==> src/rtl/fnd_pkg.sv <==
// Shared constants, FSM state type and double-dabble helper for the FND scan driver.
package fnd_pkg;

    localparam int NUM_DIGITS = 4;
    localparam int VALUE_W    = 14;
    localparam int BCD_W      = 4;
    localparam int DD_ITER    = 14;

    localparam logic [VALUE_W-1:0] MAX_VALUE = 14'd9999;

    typedef enum logic [1:0] {
        IDLE   = 2'd0,
        CONV   = 2'd1,
        COMMIT = 2'd2
    } state_t;

    // Double-dabble correction: a nibble of 5 or more would overflow past 9 once doubled.
    function automatic logic [BCD_W-1:0] dd_adjust(input logic [BCD_W-1:0] nib);
        return (nib >= 4'd5) ? nib + 4'd3 : nib;
    endfunction

endpackage

==> src/rtl/fnd_scan_driver_bin2bcd_seq.sv <==
// Sequential double-dabble: one shift-and-correct iteration per cycle after start.
module bin2bcd_seq
    import fnd_pkg::*;
(
    input  logic                          clk,
    input  logic                          reset,
    input  logic                          start,
    input  logic [VALUE_W-1:0]            value,
    output logic [NUM_DIGITS*BCD_W-1:0]   bcd,
    output logic                          done
);

    logic [VALUE_W-1:0]          work;
    logic [3:0]                  iter;
    logic                        active;
    logic [NUM_DIGITS*BCD_W-1:0] adj;

    always_comb begin
        adj = '0;
        for (int k = 0; k < NUM_DIGITS; k++) begin
            adj[k*BCD_W +: BCD_W] = dd_adjust(bcd[k*BCD_W +: BCD_W]);
        end
    end

    // done marks the cycle in which the final iteration is being applied.
    assign done = active && (iter == 4'(DD_ITER - 1));

    always_ff @(posedge clk) begin
        if (reset) begin
            work   <= '0;
            bcd    <= '0;
            iter   <= '0;
            active <= 1'b0;
        end else if (start) begin
            work   <= value;
            bcd    <= '0;
            iter   <= '0;
            active <= 1'b1;
        end else if (active) begin
            bcd  <= {adj[NUM_DIGITS*BCD_W-2:0], work[VALUE_W-1]};
            work <= {work[VALUE_W-2:0], 1'b0};
            if (iter == 4'(DD_ITER - 1)) begin
                active <= 1'b0;
            end else begin
                iter <= iter + 4'd1;
            end
        end
    end

endmodule

==> src/rtl/fnd_scan_driver.sv <==
// Accepts a binary value, converts it to BCD and time-multiplexes the four digits
// for the downstream BCD-to-FND decoder, optionally blanking leading zeros.
//
// state  | meaning
// IDLE   | ready for a new value; display holds the last committed digits
// CONV   | double-dabble running, one iteration per cycle
// COMMIT | finished BCD copied into the display registers in one step
module fnd_scan_driver
    import fnd_pkg::*;
#(
    parameter int SCAN_DIV = 100000,
    parameter bit BLANK_LZ = 1'b1
) (
    input  logic               i_clk,
    input  logic               i_reset,
    input  logic [VALUE_W-1:0] i_value,
    input  logic               i_valid,
    output logic               o_ready,
    output logic               o_busy,
    output logic               o_ovf,
    output logic [1:0]         o_digitSelect,
    output logic [BCD_W-1:0]   o_bcd,
    output logic               o_en
);

    localparam int DIV_W = (SCAN_DIV > 1) ? $clog2(SCAN_DIV) : 1;

    state_t                      state;
    logic                        ready;
    logic                        busy;
    logic                        ovf;
    logic [NUM_DIGITS*BCD_W-1:0] display;
    logic [DIV_W-1:0]            div;
    logic [1:0]                  idx;

    logic                        accept;
    logic                        in_range;
    logic [VALUE_W-1:0]          value_sat;
    logic [NUM_DIGITS*BCD_W-1:0] conv_bcd;
    logic                        conv_done;
    logic [NUM_DIGITS-1:0]       upper_nz;

    assign accept    = i_valid && ready;
    assign in_range  = (i_value <= MAX_VALUE);
    assign value_sat = in_range ? i_value : MAX_VALUE;

    bin2bcd_seq u_bin2bcd (
        .clk   (i_clk),
        .reset (i_reset),
        .start (accept),
        .value (value_sat),
        .bcd   (conv_bcd),
        .done  (conv_done)
    );

    always_ff @(posedge i_clk) begin
        if (i_reset) begin
            state   <= IDLE;
            ready   <= 1'b1;
            busy    <= 1'b0;
            ovf     <= 1'b0;
            display <= '0;
        end else begin
            case (state)
                IDLE: begin
                    if (i_valid) begin
                        state <= CONV;
                        ready <= 1'b0;
                        busy  <= 1'b1;
                        ovf   <= !in_range;
                    end
                end
                CONV: begin
                    if (conv_done) begin
                        state <= COMMIT;
                    end
                end
                COMMIT: begin
                    display <= conv_bcd;
                    state   <= IDLE;
                    ready   <= 1'b1;
                    busy    <= 1'b0;
                end
                default: begin
                    state <= IDLE;
                    ready <= 1'b1;
                    busy  <= 1'b0;
                end
            endcase
        end
    end

    // Scan timing runs freely so digit brightness is unaffected by conversions.
    always_ff @(posedge i_clk) begin
        if (i_reset) begin
            div <= '0;
            idx <= '0;
        end else if (div == DIV_W'(SCAN_DIV - 1)) begin
            div <= '0;
            idx <= idx + 2'd1;
        end else begin
            div <= div + 1'b1;
        end
    end

    // upper_nz[k] is set when any digit from k up to the thousands place is non-zero.
    always_comb begin
        upper_nz    = '0;
        upper_nz[3] = |display[3*BCD_W +: BCD_W];
        upper_nz[2] = |display[2*BCD_W +: BCD_W] || upper_nz[3];
        upper_nz[1] = |display[1*BCD_W +: BCD_W] || upper_nz[2];
        upper_nz[0] = 1'b1;
    end

    assign o_ready       = ready;
    assign o_busy        = busy;
    assign o_ovf         = ovf;
    assign o_digitSelect = idx;
    assign o_bcd         = display[idx*BCD_W +: BCD_W];
    assign o_en          = !BLANK_LZ || upper_nz[idx];

endmodule

==> config.mk <==
export PLATFORM = sky130hd
export DESIGN_NAME = fnd_scan_driver
export DESIGN_NICKNAME = d
export VERILOG_FILES = /design/src/rtl/fnd_pkg.sv /design/src/rtl/fnd_scan_driver_bin2bcd_seq.sv /design/src/rtl/fnd_scan_driver.sv
export SDC_FILE = /design/constraint.sdc
export NUM_CORES = 1
export LEC_CHECK = 0
export ABC_AREA = 1
export CAP_MARGIN = 20
export CORE_ASPECT_RATIO = 0.7
export CORE_MARGIN = 2
export CORE_UTILIZATION = 25
export CTS_BUF_LIST = sky130_fd_sc_hd__clkbuf_8
export CTS_CLUSTER_DIAMETER = 120
export DETAILED_ROUTE_END_ITERATION = 12
export MAX_ROUTING_LAYER = met4
export PLACE_DENSITY = 0.41
export SYNTH_ARGS = -nofsm -noshare
export SYNTH_HDL_FRONTEND = slang
export SYNTH_SLANG_ARGS = --single-unit
==> constraint.sdc <==
create_clock -name i_clk -period 2.1 [get_ports i_clk]
set_clock_uncertainty 0.1 [all_clocks]
set_input_delay 0.42 -clock i_clk [delete_from_list [all_inputs] [get_ports i_clk]]
set_output_delay 0.42 -clock i_clk [all_outputs]
set_load 0.05 [all_outputs]
==> metrics.md, run 1 <==
| Metric | Value |
|---|---|
| Hold Startpoint | display[6] |
| Internal power | 2320 uW |
| Synth area leader | dfxtp_1 |
| Clk pwr share | 41.3% |
| Setup_tns | 0 ns |
| Ys Warns | 0 |
| IO buf count | 26 |
| Clk sinks | 75 |
| Critical Path Start Type | register |
| Routed wire length | 9.11 mm |
| Final hold violation count | 0 |
| Reg2Reg Setup Slack | 0.30 ns |
| Cells along the critical path | clkdlybuf4s50_1 |
| Post-DR vias/cell | 4.36 |
| Setup violators final | 0 |
| Largest net degree at the start of global routing | 30 |
| Estimated wirelength of the detail-placed design | 6.60 mm |
| Delay-heaviest family, CP | buffers and inverters |
| Reg power frac | 48.8% |
| Mapped cell area | 3700 sq um |
| Largest fanout on the critical path | 2 |
| Syn nets | 548 |
| Num rows | 37 |
| Sequential share of the synthesized area | 40.6% |
| Fill count | 1614 |
| Ranking of synthesized cells by area | dfxtp_1, nand2_1, inv_1 |
| Min-delay worst type | reg2reg |
| DR vias | 3282 |
| Placer Congestion | 0.775 |
| Most common cell in the netlist | nand2_1 |
| Core Util, Final | 30.9% |
| Ports | 27 |
| Slowest-stage cell, CP | clkdlybuf4s50_1 |
| Residual DRC count | 0 |
| GRT overflow | 0 |
| Synth top area share | 40.6% |
| First-pass GRT wire length | 15.4 mm |
| Area growth syn-to-layout | 21.9% |
| Slew Limit Fails | 0 |
| CTS Hold Bufs | 0 |
| Outcome | finished clean |
| P_sw | 762 uW |
| Starting Density | 25.4% |
| Crit end category | primary output |
| Largest stage delay, worst path | 0.81 ns |
| DIE AREA | 15800 sq um |
| Sw Share | 24.7% |
| CP Data Arrival Time | 1.50 ns |
| Share of the clock period used by the worst path | 96.4% |
| PD cells | 683 nW/um^2 |
| CTS tree | done |
| Final min period | 2.02 ns |
| Distinct cells, synth | 32 |
| Synth Register Bits | 75 |
| Core Area | 14600 sq um |
| Initial antenna violation count | 0 |
| Drt pass-1 iters | 5 |
| Cells after Synth | 520 |
| Bufs and invs on worst path | 1 |
| Worst EP required | 1.58 ns |
| Drt initial violations | 199 |
| Antenna diodes | 0 |
| Max Buffers Root-to-Sink | 2 |
| Die W | 149 um |
| Layout cells sized above 1 | 12.4% |
| GRT Total Usage | 12.6% |
| Max Cap Viol | 0 |
| Mean Syn Cell Area | 7.12 sq um |
| VDD IR max | 285 uV |
| Post-synth EDFFs | 0 |
| Reg2reg start | div[0] |
| WL/cell | 12.1 um |
| Clock buffer count from CTS | 9 |
| H-tree depth | 3 |
| Critical path type | reg2out |
| Nets | 581 |
| Critical Path Source | o_busy |
| Worst skew pair latency | 0.36 ns |
| Fmax | 0.494 GHz |
| DRT antenna net count | 0 |
| Pleak | 0.00184 uW |
| Least-Margin Pin Slew | 0.509 ns |
| Max-slew headroom | 66.0% |
| Ys flop type | dfxtp_1 |
| Vias in the first global route | 3079 |
| Die Ht | 106 um |
| Reg clk slew, reported paths | 0.08 ns |
| Root Driver | clkbuf_8 |
| Commonest cells in the netlist | nand2_1, inv_1, dfxtp_1 |
| FFs w/ async S/R, synth | 0% |
| Combinational share of power | 10.0% |
## power groups by stage
stage	clock network, uW	registers [uW]	logic, uW
after floorplan	0	1540	188
after global placement	0	1540	309
after detailed placement	0	1540	310
after CTS	1320	1500	312
after global routing	1380	1510	346
final	1270	1500	308
## flip-flops by register name, indices dropped and copies added, names as in the netlist
signal / count
o_busy: 1
o_ready: 1
u_bin2bcd.bcd: 16
o_digitSelect: 2
u_bin2bcd.active: 1
state: 2
u_bin2bcd.work: 14
div: 17
u_bin2bcd.iter: 4
o_ovf: 1
display: 16
## stage by stage
step                worst slack (ns)  hold slack [ns]  power [uW]  std cells  cell area (sq um)
floorplan                    -0.0180            0.328        1730        520               3750
global placement               0.129            0.339        1840        737               4270
detailed placement             0.159            0.344        1850        737               4270
CTS                         0.000160            0.359        3130        752               4500
global route                -0.00198            0.378        3230        752               4510
finish                        0.0763            0.355        3080        752               4510
## cells in the final DEF (no fill, tap or decap), types with 2 or more instances in the layout
cell,n
a21oi_1,56
a21oi_2,5
buf_12,2
buf_4,17
buf_6,2
bufinv_16,2
clkbuf_8,11
clkdlybuf4s50_1,18
dfxtp_1,75
ha_1,11
inv_1,78
inv_2,3
nand2_1,82
nand2_2,5
nand3_1,22
nand4_1,8
nor2_1,52
nor2_2,10
nor3_1,6
nor3b_1,3
o21ai_0,49
o21ai_1,2
o221ai_1,4
o22ai_1,4
o22ai_4,3
or2_2,2
xor2_1,11
## layer usage
layer  global-route usage (%)  wire [um]
met1                     17.9       4940
met5                        -          0
met4                     3.06         66
met2                     17.3       3690
met3                     3.72        421
## final cells by class
| cell class | instances | area (sq um) | share of cell area [%] |
|---|---|---|---|
| sequential | 75 | 1500 | 33.3 |
| inverter | 82 | 308 | 6.82 |
| clock buffer | 11 | 151 | 3.35 |
| multi-input combinational | 345 | 1850 | 41.0 |
| clock inverter | 4 | 73.8 | 1.64 |
| timing repair buffer | 40 | 383 | 8.48 |
| tap | 195 | 244 | 5.41 |
## what timing repair did
action | in CTS | in global routing
gates resized for setup | 0 | 6
setup endpoints to repair | 0 | 4
hold endpoints to repair | 0 | 0
setup buffers | 0 | 0
## cells by family after synthesis
| group | Yosys count | share of synthesized area, % |
|---|---|---|
| compound gates | 127 | 18.6 |
| simple gates | 195 | 23.4 |
| flops | 75 | 40.6 |
| buf+inv | 100 | 10.9 |
| xor+xnor | 12 | 2.84 |
| fa+ha+maj | 11 | 3.72 |
## path summary, 6_finish.rpt
| check | to | cells past startpoint |
|---|---|---|
| hold / removal | display[6] | 2 |
| setup reg to reg | div[15] | 10 |
| hold reg to reg | display[6] | 2 |
| setup / recovery | o_busy | 1 |
Power figures use the tool's default switching activity.
==> inputs of run 2 (changes only) <==
--- a/config.mk
+++ b/config.mk
@@ -13,8 +13,10 @@
 export CTS_BUF_LIST = sky130_fd_sc_hd__clkbuf_8
 export CTS_CLUSTER_DIAMETER = 120
 export DETAILED_ROUTE_END_ITERATION = 12
+export GPL_TIMING_DRIVEN = 0
 export MAX_ROUTING_LAYER = met4
 export PLACE_DENSITY = 0.41
+export SETUP_SLACK_MARGIN = 0.02
 export SYNTH_ARGS = -nofsm -noshare
 export SYNTH_HDL_FRONTEND = slang
 export SYNTH_SLANG_ARGS = --single-unit
==> metrics.md, run 2 (synthesis gave the netlist of run 1 again) <==
| Metric | Value |
|---|---|
| Slew Limit Fails | 0 |
| Layout cells sized above 1 | 11.7% |
| Share of the clock period used by the worst path | 96.2% |
| IO buf count | 26 |
| Antenna diodes | 0 |
| PD cells | 664 nW/um^2 |
| Clock buffer count from CTS | 9 |
| Final hold violation count | 0 |
| Least-Margin Pin Slew | 0.613 ns |
| Reg2Reg Setup Slack | 0.37 ns |
| Routed wire length | 9.59 mm |
| Crit end category | primary output |
| Max reg flops | 17 |
| Drt initial violations | 202 |
| Nets | 585 |
| CP Data Arrival Time | 1.50 ns |
| Sw Share | 26.9% |
| Die W | 149 um |
| Commonest non-fill, non-tap cell in the layout | nand2_1 |
| Non-Filler Instances | 757 |
| Pleak | 0.00181 uW |
| H-tree depth | 3 |
| Residual DRC count | 0 |
| Vias in the first global route | 2970 |
| Clk sinks | 75 |
| GRT Total Usage | 13.0% |
| Slowest-stage cell, CP | clkdlybuf4s50_1 |
| Largest Register | div |
| DIE AREA | 15800 sq um |
| Ports | 27 |
| Clk pwr share | 38.9% |
| Post-CTS Setup Repair Bufs | 0 |
| Root Driver | clkbuf_8 |
| Final min period | 2.02 ns |
| Placed Instances | 741 |
| Critical path type | reg2out |
| Total power | 2960 uW |
| Delay-heaviest family, CP | buffers and inverters |
| Post-DR vias/cell | 4.37 |
| Cells along the critical path | clkdlybuf4s50_1 |
| CTS tree | done |
| Die Ht | 106 um |
| Commonest non-fill, non-tap cells in the layout | nand2_1, inv_1, dfxtp_1, a21oi_1, nor2_1 |
| Hold WS | 0.352 ns |
| Estimated wirelength of the detail-placed design | 7.15 mm |
| Largest net degree at the start of global routing | 14 |
| Max-slew headroom | 59.2% |
| Fin worst setup slack | 0.0791 ns |
| Bufs and invs on worst path | 1 |
| Largest fanout on the critical path | 2 |
| Worst skew pair latency | 0.36 ns |
| Worst EP required | 1.58 ns |
| Placer Congestion | 0.836 |
| Critical Path Start Type | register |
| CTS Hold Bufs | 0 |
| Num rows | 37 |
| P_sw | 795 uW |
| Starting Density | 25.4% |
| VDD IR max | 333 uV |
| Outcome | finished clean |
| Setup violators final | 0 |
| RSZ-0062 raised after global routing | false |
| Reg clk slew, reported paths | 0.09 ns |
| Drt pass-1 iters | 5 |
| Largest stage delay, worst path | 0.80 ns |
| WL/cell | 12.7 um |
| Combinational share of power | 10.5% |
| Internal power | 2170 uW |
| Initial antenna violation count | 0 |
| Reg power frac | 50.6% |
| Setup_tns | 0 ns |
| Fmax | 0.495 GHz |
| DRT antenna net count | 0 |
| Largest regs | div (17), display (16), u_bin2bcd.bcd (16) |
| Min-delay worst type | reg2reg |
| Core Area | 14600 sq um |
| DR vias | 3305 |
| Fill count | 1578 |
| Post-Place Worst Slack | -0.435 ns |
| Area growth syn-to-layout | 20.4% |
| Max Buffers Root-to-Sink | 2 |
| GRT overflow | 0 |
| First-pass GRT wire length | 15.5 mm |
| Max Cap Viol | 0 |
run 2: cell types whose count changed in the layout (fill, tap and decap cells not counted), sizes merged:
| cell | change |
|---|---|
| inv | +2 |
| bufinv | -1 |
| clkinvlp | +1 |
| dlygate4sd2 | +2 |
| buf | -6 |
| clkbuf | +7 |
run 2: worst register-to-register path: cells and delay by family, from the launching register on:
kind	cells	cell delay, ns
buf+inv	2	0.25
simple gates	5	0.66
fa+ha+maj	1	0.20
compound gates	1	0.04
flops	1	0.38
run 2: power by group through the flow:
| stage | sequential (uW) | clock [uW] | combinational, uW |
|---|---|---|---|
| after global routing | 1510 | 1260 | 347 |
| final | 1500 | 1150 | 310 |
| after detailed placement | 1530 | 0 | 311 |
| after CTS | 1500 | 1200 | 313 |
| after global placement | 1530 | 0 | 310 |
| after floorplan | 1540 | 0 | 188 |
run 2: metal layers:
| layer | global-route usage (%) | routed length, um | up-vias |
|---|---|---|---|
| li1 | - | - | 1759 |
| met2 | 16.8 | 3730 | 70 |
| met5 | - | 0 | - |
| met4 | 3.47 | 108 | 0 |
| met1 | 19.2 | 5340 | 1467 |
| met3 | 3.64 | 404 | 9 |
run 2: repair_timing:
action / CTS / global route
pin swaps: 0 / 0
gates cloned: 0 / 0
resized for setup: 37 / 6
setup endpoints to repair: 7 / 5
run 2: area by class of cell:
cell class              count  area [sq um]  share of cell area (%)
clock buffers              10           138                    3.09
clock inverters             6          63.8                    1.43
flip-flops and latches     75          1500                    33.7
inverters                  82           308                    6.91
well taps                 195           244                    5.47
repair buffers             26           253                    5.67
plain buffers              18           104                    2.33
multi-input cells         345          1840                    41.4
run 2: metrics by stage:
stage,area (sq um),utilization [%]
after floorplan,3750,-
after detailed placement,4250,29.2
after global placement,4250,29.2
final,4460,30.6
after global routing,4460,30.6
after CTS,4450,30.5
run 2: path summary, 6_finish.rpt:
kind           from       to  cells past startpoint
min reg2reg  o_busy   o_busy                      2
min          o_busy   o_busy                      2
max          o_busy   o_busy                      1
max reg2reg  div[0]  div[10]                      9
==> inputs of run 3 (changes only) <==
--- a/config.mk
+++ b/config.mk
@@ -15,7 +15,7 @@
 export DETAILED_ROUTE_END_ITERATION = 12
 export GPL_TIMING_DRIVEN = 0
 export MAX_ROUTING_LAYER = met4
-export PLACE_DENSITY = 0.41
+export PLACE_DENSITY = 0.42
 export SETUP_SLACK_MARGIN = 0.02
 export SYNTH_ARGS = -nofsm -noshare
 export SYNTH_HDL_FRONTEND = slang
==> constraint.sdc (replaced) <==
create_clock -name i_clk -period 1.8 [get_ports i_clk]
set_clock_uncertainty 0.1 [all_clocks]
set_input_delay 0.36 -clock i_clk [delete_from_list [all_inputs] [get_ports i_clk]]
set_output_delay 0.36 -clock i_clk [all_outputs]
set_load 0.05 [all_outputs]
==> metrics.md, run 3 (synthesis gave the netlist of run 1 again) <==
| Metric | Value |
|---|---|
| Starting Density | 25.4% |
| Least-Margin Pin Slew | 0.595 ns |
| FF/Latch Area | 1510 sq um |
| GRT Total Usage | 13.4% |
| Clk sinks | 75 |
| RSZ-0062 raised after global routing | true |
| Bufs and invs on worst path | 3 |
| Cells along the critical path | clkinvlp_4, buf_4, nor2_4, o22ai_4, buf_6 |
| Estimated wirelength of the detail-placed design | 6.97 mm |
| Initial antenna violation count | 0 |
| Setup violators final | 5 |
| GRT overflow | 0 |
| Core Area | 14600 sq um |
| DRT antenna net count | 0 |
| DIE AREA | 15800 sq um |
| Dpl cell area | 4270 sq um |
| Critical path type | reg2out |
| Fin worst setup slack | -0.129 ns |
| Slowest-stage cell, CP | dfxtp_4 |
| Post-DR vias/cell | 4.40 |
| Clock buffer count from CTS | 9 |
| First-pass GRT wire length | 16.1 mm |
| P_sw | 964 uW |
| VDD IR max | 332 uV |
| Ports | 27 |
| H-tree depth | 3 |
| Antenna diodes | 0 |
| Root Driver | clkbuf_8 |
| DR vias | 3358 |
| Delay-heaviest family, CP | buffers and inverters |
| Placer Congestion | 0.773 |
| Outcome | complete, but fails checks |
| Reg power frac | 48.5% |
| IO buf count | 26 |
| Max Cap Viol | 0 |
| Combinational share of power | 10.0% |
| Sw Share | 26.8% |
| CTS tree | done |
| Commonest non-fill, non-tap cells in the layout | nand2_1, inv_1, dfxtp_1, a21oi_1, nor2_1 |
| Nets | 591 |
| Largest Register | div |
| Clk pwr share | 41.5% |
| Area growth syn-to-layout | 25.8% |
| Pleak | 0.00187 uW |
| PD cells | 773 nW/um^2 |
| Num rows | 37 |
| Internal power | 2640 uW |
| Largest regs | div (17), display (16), u_bin2bcd.bcd (16) |
| Max-slew headroom | 60.4% |
| Largest net degree at the start of global routing | 15 |
| Reg clk slew, reported paths | 0.09 ns |
| Worst EP required | 1.34 ns |
| Die Ht | 106 um |
| Fmax | 0.518 GHz |
| WL/cell | 12.7 um |
| Max reg flops | 17 |
| Largest stage delay, worst path | 0.38 ns |
| Commonest non-fill, non-tap cell in the layout | nand2_1 |
| Fin area | 4660 sq um |
| Drt pass-1 iters | 4 |
| Residual DRC count | 0 |
| Largest fanout on the critical path | 7 |
| Layout cells sized above 1 | 16.7% |
| Final hold violation count | 0 |
| Routed wire length | 9.71 mm |
| Critical Path Start Type | register |
| CP Data Arrival Time | 1.47 ns |
| Failing checks | negative setup slack |
| Min-delay worst type | reg2reg |
| Fill count | 1567 |
| Max Buffers Root-to-Sink | 2 |
| Slew Limit Fails | 0 |
| Vias in the first global route | 3161 |
| Multi-input logic area | 1930 sq um |
| Crit end category | primary output |
| Share of the clock period used by the worst path | 107% |
| Drt initial violations | 240 |
| Worst skew pair latency | 0.37 ns |
| Die W | 149 um |
| Setup_tns | -0.539 ns |
| Final min period | 1.93 ns |
[run 3: power by group through the flow]
stage          Sequential, uW  Clock [uW]  Combinational [uW]
5_1_grt                  1760        1610                 410
6_report                 1750        1500                 360
4_1_cts                  1750        1540                 360
2_1_floorplan            1800           0                 220
3_3_place_gp             1790           0                 361
3_5_place_dp             1790           0                 362
[run 3: cell type report]
type	instances	share of cell area, %
clock buffers	9	2.66
multi-input cells	345	41.5
repair buffers	32	6.61
well taps	195	5.24
clock inverters	7	2.12
plain buffers	18	2.77
flip-flops and latches	75	32.4
inverters	82	6.77
[run 3: layer usage]
metal,vias to the layer above,global-route usage [%],wire (um)
li1,1781,-,-
met1,1506,19.7,5450
met2,59,17.9,3740
met3,12,4.07,403
met4,0,2.93,111
met5,-,-,0
[run 3: final timing paths]
path	cells past startpoint	slack, ns	to	startpoint
worst max-delay path	5	-0.13	o_bcd[2]	o_digitSelect[0]
worst min-delay path	2	0.35	o_busy	o_busy
worst max register to register	9	0.18	div[4]	div[0]
worst min register to register	2	0.35	o_busy	o_busy
[run 3: worst min-delay path: stages, from the launching register on]
cell and delay (ns):
dfxtp_1 0.32, inv_1 0.04, a21oi_1 0.05
[run 3: what timing repair did]
| action | CTS | global route |
|---|---|---|
| gates resized for setup | 73 | 14 |
| pin swaps | 2 | 2 |
| endpoints found under the setup margin | 10 | 24 |
| setup buffers | 4 | 2 |
| hold buffers | 0 | 0 |
[run 3: per-stage QoR]
stage               hold slack [ns]  setup slack, ns  instances  utilization, %  total power (uW)
floorplan                     0.328           0.0579        520               -              2020
global placement              0.341           -0.499        741            29.3              2150
detailed placement            0.342           -0.511        741            29.3              2150
CTS                           0.359           -0.149        761            31.6              3650
global route                  0.376           -0.182        763            31.9              3780
finish                        0.351           -0.129        763            31.9              3600
